## config.mk

```make
export PLATFORM = sky130hd
export DESIGN_NAME = cmd_encoder_flat
export DESIGN_NICKNAME = d
export VERILOG_FILES = /design/src/rtl/cmd_proto_pkg.sv /design/src/rtl/cmd_encoder_if.sv /design/src/rtl/cmd_encoder.sv /design/src/flat_wrapper.sv
export SDC_FILE = /design/constraint.sdc
export NUM_CORES = 1
export LEC_CHECK = 0
export CAP_MARGIN = 25
export CORE_MARGIN = 2
export CORE_UTILIZATION = 35
export DETAILED_ROUTE_END_ITERATION = 16
export DONT_BUFFER_PORTS = 1
export GPL_TIMING_DRIVEN = 1
export PLACE_DENSITY_LB_ADDON = 0.12
export SLEW_MARGIN = 20
export SYNTH_ARGS = -nofsm -noshare
export SYNTH_HDL_FRONTEND = slang
export SYNTH_SLANG_ARGS = --single-unit
```

## constraint.sdc

```tcl
create_clock -name clk -period 2.4 [get_ports clk]
set_input_delay 0.36 -clock clk [delete_from_list [all_inputs] [get_ports clk]]
set_output_delay 0.36 -clock clk [all_outputs]
set_load 0.02 [all_outputs]
```

## src/rtl/cmd_proto_pkg.sv

```systemverilog
// rtl/cmd_proto_pkg.sv - shared command byte protocol constants and encoder state type
package cmd_proto_pkg;

  localparam int TYPE_W = 4;
  localparam int OP_W   = 5;
  localparam int SRC_W  = 16;

  localparam logic [7:0] END_BYTE_VAL = 8'hBD;

  // Fixed header positions; everything after IDX_END is padding.
  localparam int IDX_TYPE    = 0;
  localparam int IDX_OP      = 1;
  localparam int IDX_SRC1_HI = 2;
  localparam int IDX_SRC1_LO = 3;
  localparam int IDX_SRC2_HI = 4;
  localparam int IDX_SRC2_LO = 5;
  localparam int IDX_END     = 6;

  typedef enum logic {
    ENC_IDLE = 1'b0,
    ENC_SEND = 1'b1
  } enc_state_t;

endpackage

```

## src/rtl/cmd_encoder_if.sv

```systemverilog
// rtl/cmd_encoder_if.sv - command input and byte output handshake bundle for cmd_encoder
interface cmd_encoder_if;
  import cmd_proto_pkg::*;

  logic              cmd_valid;
  logic              cmd_ready;
  logic [TYPE_W-1:0] data_type;
  logic [OP_W-1:0]   operator;
  logic [SRC_W-1:0]  src1;
  logic [SRC_W-1:0]  src2;
  logic [7:0]        data;
  logic              dout_valid;
  logic              dout_ready;
  logic              enc_done;

  modport master (
    output cmd_valid, data_type, operator, src1, src2, dout_ready,
    input  cmd_ready, data, dout_valid, enc_done
  );

  modport slave (
    input  cmd_valid, data_type, operator, src1, src2, dout_ready,
    output cmd_ready, data, dout_valid, enc_done
  );

endinterface

```

## src/rtl/cmd_encoder.sv

```systemverilog
// rtl/cmd_encoder.sv - serialises one parallel command into a fixed-length byte frame
module cmd_encoder
  import cmd_proto_pkg::*;
#(
  parameter int         FRAME_LEN = 14,
  parameter logic [7:0] END_BYTE  = END_BYTE_VAL,
  parameter logic [7:0] PAD_BYTE  = 8'h00
) (
  input  logic          clk,
  input  logic          n_rst,
  cmd_encoder_if.slave  bus
);

  localparam int             CNT_W = $clog2(FRAME_LEN);
  localparam logic [CNT_W-1:0] LAST = CNT_W'(FRAME_LEN - 1);

  enc_state_t        state_q, state_d;
  logic [CNT_W-1:0]  count_q, count_d;
  logic [7:0]        data_q, data_d;
  logic              done_q, done_d;
  logic              latch;

  logic [TYPE_W-1:0] type_q;
  logic [OP_W-1:0]   op_q;
  logic [SRC_W-1:0]  src1_q;
  logic [SRC_W-1:0]  src2_q;

  logic [CNT_W-1:0]  next_idx;
  logic [7:0]        next_byte;

  assign next_idx = count_q + CNT_W'(1);

  // Byte for the following position, taken from latched fields; b0 is loaded at accept.
  always_comb begin
    next_byte = PAD_BYTE;
    case (next_idx)
      CNT_W'(IDX_OP):      next_byte = {3'b000, op_q};
      CNT_W'(IDX_SRC1_HI): next_byte = src1_q[15:8];
      CNT_W'(IDX_SRC1_LO): next_byte = src1_q[7:0];
      CNT_W'(IDX_SRC2_HI): next_byte = src2_q[15:8];
      CNT_W'(IDX_SRC2_LO): next_byte = src2_q[7:0];
      CNT_W'(IDX_END):     next_byte = END_BYTE;
      default:             next_byte = PAD_BYTE;
    endcase
  end

  always_comb begin
    state_d = state_q;
    count_d = count_q;
    data_d  = data_q;
    done_d  = 1'b0;
    latch   = 1'b0;
    case (state_q)
      ENC_IDLE: begin
        if (bus.cmd_valid) begin
          latch   = 1'b1;
          count_d = '0;
          data_d  = {4'h0, bus.data_type};
          state_d = ENC_SEND;
        end
      end
      ENC_SEND: begin
        if (bus.dout_ready) begin
          if (count_q == LAST) begin
            state_d = ENC_IDLE;
            done_d  = 1'b1;
            data_d  = 8'h00;
          end else begin
            count_d = next_idx;
            data_d  = next_byte;
          end
        end
      end
      default: state_d = ENC_IDLE;
    endcase
  end

  always_ff @(posedge clk or negedge n_rst) begin
    if (!n_rst) begin
      state_q <= ENC_IDLE;
      count_q <= '0;
      data_q  <= 8'h00;
      done_q  <= 1'b0;
    end else begin
      state_q <= state_d;
      count_q <= count_d;
      data_q  <= data_d;
      done_q  <= done_d;
    end
  end

  always_ff @(posedge clk or negedge n_rst) begin
    if (!n_rst) begin
      type_q <= '0;
      op_q   <= '0;
      src1_q <= '0;
      src2_q <= '0;
    end else if (latch) begin
      type_q <= bus.data_type;
      op_q   <= bus.operator;
      src1_q <= bus.src1;
      src2_q <= bus.src2;
    end
  end

  assign bus.cmd_ready  = (state_q == ENC_IDLE);
  assign bus.dout_valid = (state_q == ENC_SEND);
  assign bus.data       = data_q;
  assign bus.enc_done   = done_q;

endmodule

```

## src/flat_wrapper.sv

```systemverilog
// flat-port wrapper written by rule: the top's interface ports become plain ports
module cmd_encoder_flat import cmd_proto_pkg::*;
#(
  parameter int         FRAME_LEN = 14,
  parameter logic [7:0] END_BYTE  = END_BYTE_VAL,
  parameter logic [7:0] PAD_BYTE  = 8'h00
)
  (clk, n_rst, bus_cmd_valid, bus_data_type, bus_operator, bus_src1, bus_src2, bus_dout_ready, bus_cmd_ready, bus_data, bus_dout_valid, bus_enc_done);
  cmd_encoder_if bus_i ();
  input  logic clk;
  input  logic n_rst;
  input wire logic [$bits(bus_i.cmd_valid)-1:0] bus_cmd_valid;
  input wire logic [$bits(bus_i.data_type)-1:0] bus_data_type;
  input wire logic [$bits(bus_i.operator)-1:0] bus_operator;
  input wire logic [$bits(bus_i.src1)-1:0] bus_src1;
  input wire logic [$bits(bus_i.src2)-1:0] bus_src2;
  input wire logic [$bits(bus_i.dout_ready)-1:0] bus_dout_ready;
  output wire logic [$bits(bus_i.cmd_ready)-1:0] bus_cmd_ready;
  output wire logic [$bits(bus_i.data)-1:0] bus_data;
  output wire logic [$bits(bus_i.dout_valid)-1:0] bus_dout_valid;
  output wire logic [$bits(bus_i.enc_done)-1:0] bus_enc_done;
  assign bus_i.cmd_valid = bus_cmd_valid;
  assign bus_i.data_type = bus_data_type;
  assign bus_i.operator = bus_operator;
  assign bus_i.src1 = bus_src1;
  assign bus_i.src2 = bus_src2;
  assign bus_i.dout_ready = bus_dout_ready;
  assign bus_cmd_ready = bus_i.cmd_ready;
  assign bus_data = bus_i.data;
  assign bus_dout_valid = bus_i.dout_valid;
  assign bus_enc_done = bus_i.enc_done;
  cmd_encoder #(.FRAME_LEN(FRAME_LEN), .END_BYTE(END_BYTE), .PAD_BYTE(PAD_BYTE)) u_core (.clk(clk), .n_rst(n_rst), .bus(bus_i));
endmodule
```

==> impl_metrics.toml <==
[outcome]
outcome = "finished clean"

[global_route]
gr-usage-all-layers = 0.1706
grt_overflow = 0
grt_max_degree = 52
grt_pass1_vias = 1947
antenna_violations_before_repair = 0
first_pass_grt_wire_length_um = 10180

[timing]
worst_slew_pin_slew_ps = 631.8
max-slew-margin-rel = 0.5778
final_min_period_over_clock_period = 0.8725
drv_slew = 0
final.setup_skew_ps = 10.81
hold_violations_final = 0
max_freq_mhz = 477.6
final-setup-viol-count = 0
period_minus_slack_ps = 2094
rsz0062_at_grt = "no"
setup_tns_ps = 0

[power_and_ir_drop]
leakagePower_nw = 1.397
pwr_density_cell_mw_per_mm2 = 1321
worst_ir_drop_vdd_mv = 0.3478

[critical_path]
crit-reg2reg-launch = "u_core.count_q[0]"
cp.required_ps = 2620
critical_path_class = "reg -> reg"
arrival_ps = 2310
crit_slowest_cell = "sky130_fd_sc_hd__o41ai_4"
timing.critical_path.from_type = "flip-flop"
critical_path.endpoint_type = "flip-flop"
critical_path.cell_chain = "ha_1 > inv_1 > o41ai_4 > a22oi_1 > o31ai_2"
worstReg2RegEnd = "u_core.bus.data[3]"
setup.worst_path.end = "u_core.bus.data[3]"
regToRegSetupSlack_ps = 310
critical_path.max_fanout = 9
crit_start = "u_core.count_q[0]"
worst_r2r_path_depth = 5
critical-path-max-stage-delay_ps = 650

[clocking]
cts.sinks = 51
cts_setup_buffers = 0
cts.clk_slew.worst_paths_ps = 100
htree_levels = 2
clock_root_buffer = "sky130_fd_sc_hd__clkbuf_8"
clk_latency_ps = 310
cts.path.max_buffers = 2
numCtsBuffers = 5
cts_tree = "done"

[route]
detail_route.vias_per_cell = 5.040
drt_pre_antenna_iters = 4
ant_nets = 0
drt-initial-drc-count = 80
drcViolationCount = 0
vias = 1880
drt_wl_total_um = 6334
wl_per_cell_um = 16.98

[die]
die_height_um = 89.32
core.rowCount = 31
chipWidth_um = 89.32
area_inside_the_core_boundary_mm2 = 0.007137
initial_core_util = 0.3569
io_pins = 56
fp.dieArea_mm2 = 0.007977

[yosys]
synth.most_common_cell = "sky130_fd_sc_hd__nand2_1"
postSynthCellCount = 272
synthTopCellsByArea = "sky130_fd_sc_hd__dfrtp_1, sky130_fd_sc_hd__nand2_1, sky130_fd_sc_hd__o31ai_2"
yosys_reg_bits = 51
yosys.cell_types.count = 34
yosys.area.top_type_share = 0.5010
synth.yosys.seq_area_share = 0.5010
ys_dominant_reg_cell = "sky130_fd_sc_hd__dfrtp_1"
synthesis.nets = 322
syn-cell-area_mm2 = 0.002547
synth.avg_cell_area_um2 = 9.366
synth.cells.most_frequent = "sky130_fd_sc_hd__nand2_1, sky130_fd_sc_hd__dfrtp_1, sky130_fd_sc_hd__a22oi_1, sky130_fd_sc_hd__clkbuf_1, sky130_fd_sc_hd__inv_1"
ys_async_sr_fraction = 1.000
yosysWarnings = 0
synth_enable_flop_cells = 0
synthDominantAreaCellType = "sky130_fd_sc_hd__dfrtp_1"

[final_layout]
fill_cells = 753
flow.area_growth_from_synthesis_pct = 11.54
stdcell_area_mm2 = 0.002841
design.final.nets = 323
antenna-diode-count = 0
final_layout_size_suffix_gt1_frac = 0.1241

[placed_design]
numPortBuffers = 0
postPlaceCellArea_mm2 = 0.002683
gp_congestion = 0.8174
dpl.hpwl_um = 4518

[hold_path]
min_path_type = "in -> reg"
hold_depth = 2

[job]
max-cap-violations = 0
-- report_power, final --
group | switching [W] | internal, W | total [W]
clock | 0.000305 | 0.000344 | 0.000648
sequential | 0.000379 | 0.00124 | 0.00162
combinational | 0.000855 | 0.000627 | 0.00148
-- cells in the final DEF (no fill, tap or decap), drive strengths merged, types with 4 or more instances in the layout --
cell,count
a22o,4
nand2,119
dfrtp,51
a22oi,13
inv,13
ha,5
a221o,6
a222oi,5
clkbuf,6
nor2,4
buf,10
o31ai,9
-- worst max-delay path, delay by kind of cell (launching register included) --
| family | cells | cell delay, ps |
|---|---|---|
| AOI/OAI and AO/OA | 3 | 1060 |
| adders and majority gates | 1 | 290 |
| buffers and inverters | 1 | 100 |
| DFF | 1 | 550 |
-- per-layer routing --
layer | share of wire | vias to the layer above | global-route usage
met1 | 0.46 | 893 | 0.2338
met4 | 0.020 | 0 | 0.05563
li1 | - | 923 | -
met2 | 0.47 | 51 | 0.2673
met5 | 0 | - | 0
met3 | 0.051 | 13 | 0.03970
-- metrics by stage --
step                utilization  total power, W  hold WS [ps]  std cells  setup slack (ps)
global route             0.3981        0.004051         135.4        373             101.8
finish                   0.3981        0.003755         146.5        373             306.1
detailed placement       0.3759        0.003110         65.99        363             309.0
floorplan                     -        0.002704         64.41        272             573.8
global placement         0.3759        0.003093         66.31        363             356.4
CTS                      0.3981        0.003790         140.5        373             278.6
-- area by class of cell --
cell class	instances	area, um2	area share
flip-flops and latches	51	1276	0.4491
multi-input cells	192	1157	0.4073
well taps	99	123.9	0.04359
repair buffers	11	117.6	0.04139
clock buffers	6	82.58	0.02906
inverters	12	45.04	0.01585
clock inverters	2	38.79	0.01365
-- cell families after synthesis --
logic type	share of synthesized area
simple gates	0.2141
flops	0.5010
compound gates	0.2014
buf+inv	0.04764
fa+ha+maj	0.02456
mux	0.007859
xor+xnor	0.003439
-- sequential cells by signal, summed over array words and instances (netlist names) --
signal and count:
u_core.src2_q 16, u_core.op_q 5, u_core.bus.dout_valid 1, u_core.bus.enc_done 1
u_core.bus.data 8, u_core.src1_q 16, u_core.count_q 4
-- how the worst min path moves through the flow --
stage,startpoint,endpoint,slack (ps)
finish,bus_operator[4],u_core.op_q[4],150
global route,bus_src1[15],u_core.src1_q[15],140
CTS,bus_src1[3],u_core.src1_q[3],140
detailed placement,n_rst,u_core.src1_q[9],70
global placement,n_rst,u_core.op_q[4],70
floorplan,n_rst,u_core.bus.data[0],60
-- timing repair --
item                                   CTS  global route
hold buffers                             2             0
resized for setup                        0             0
endpoints found under the hold margin   51             0
(Power assumes the default switching activity.)
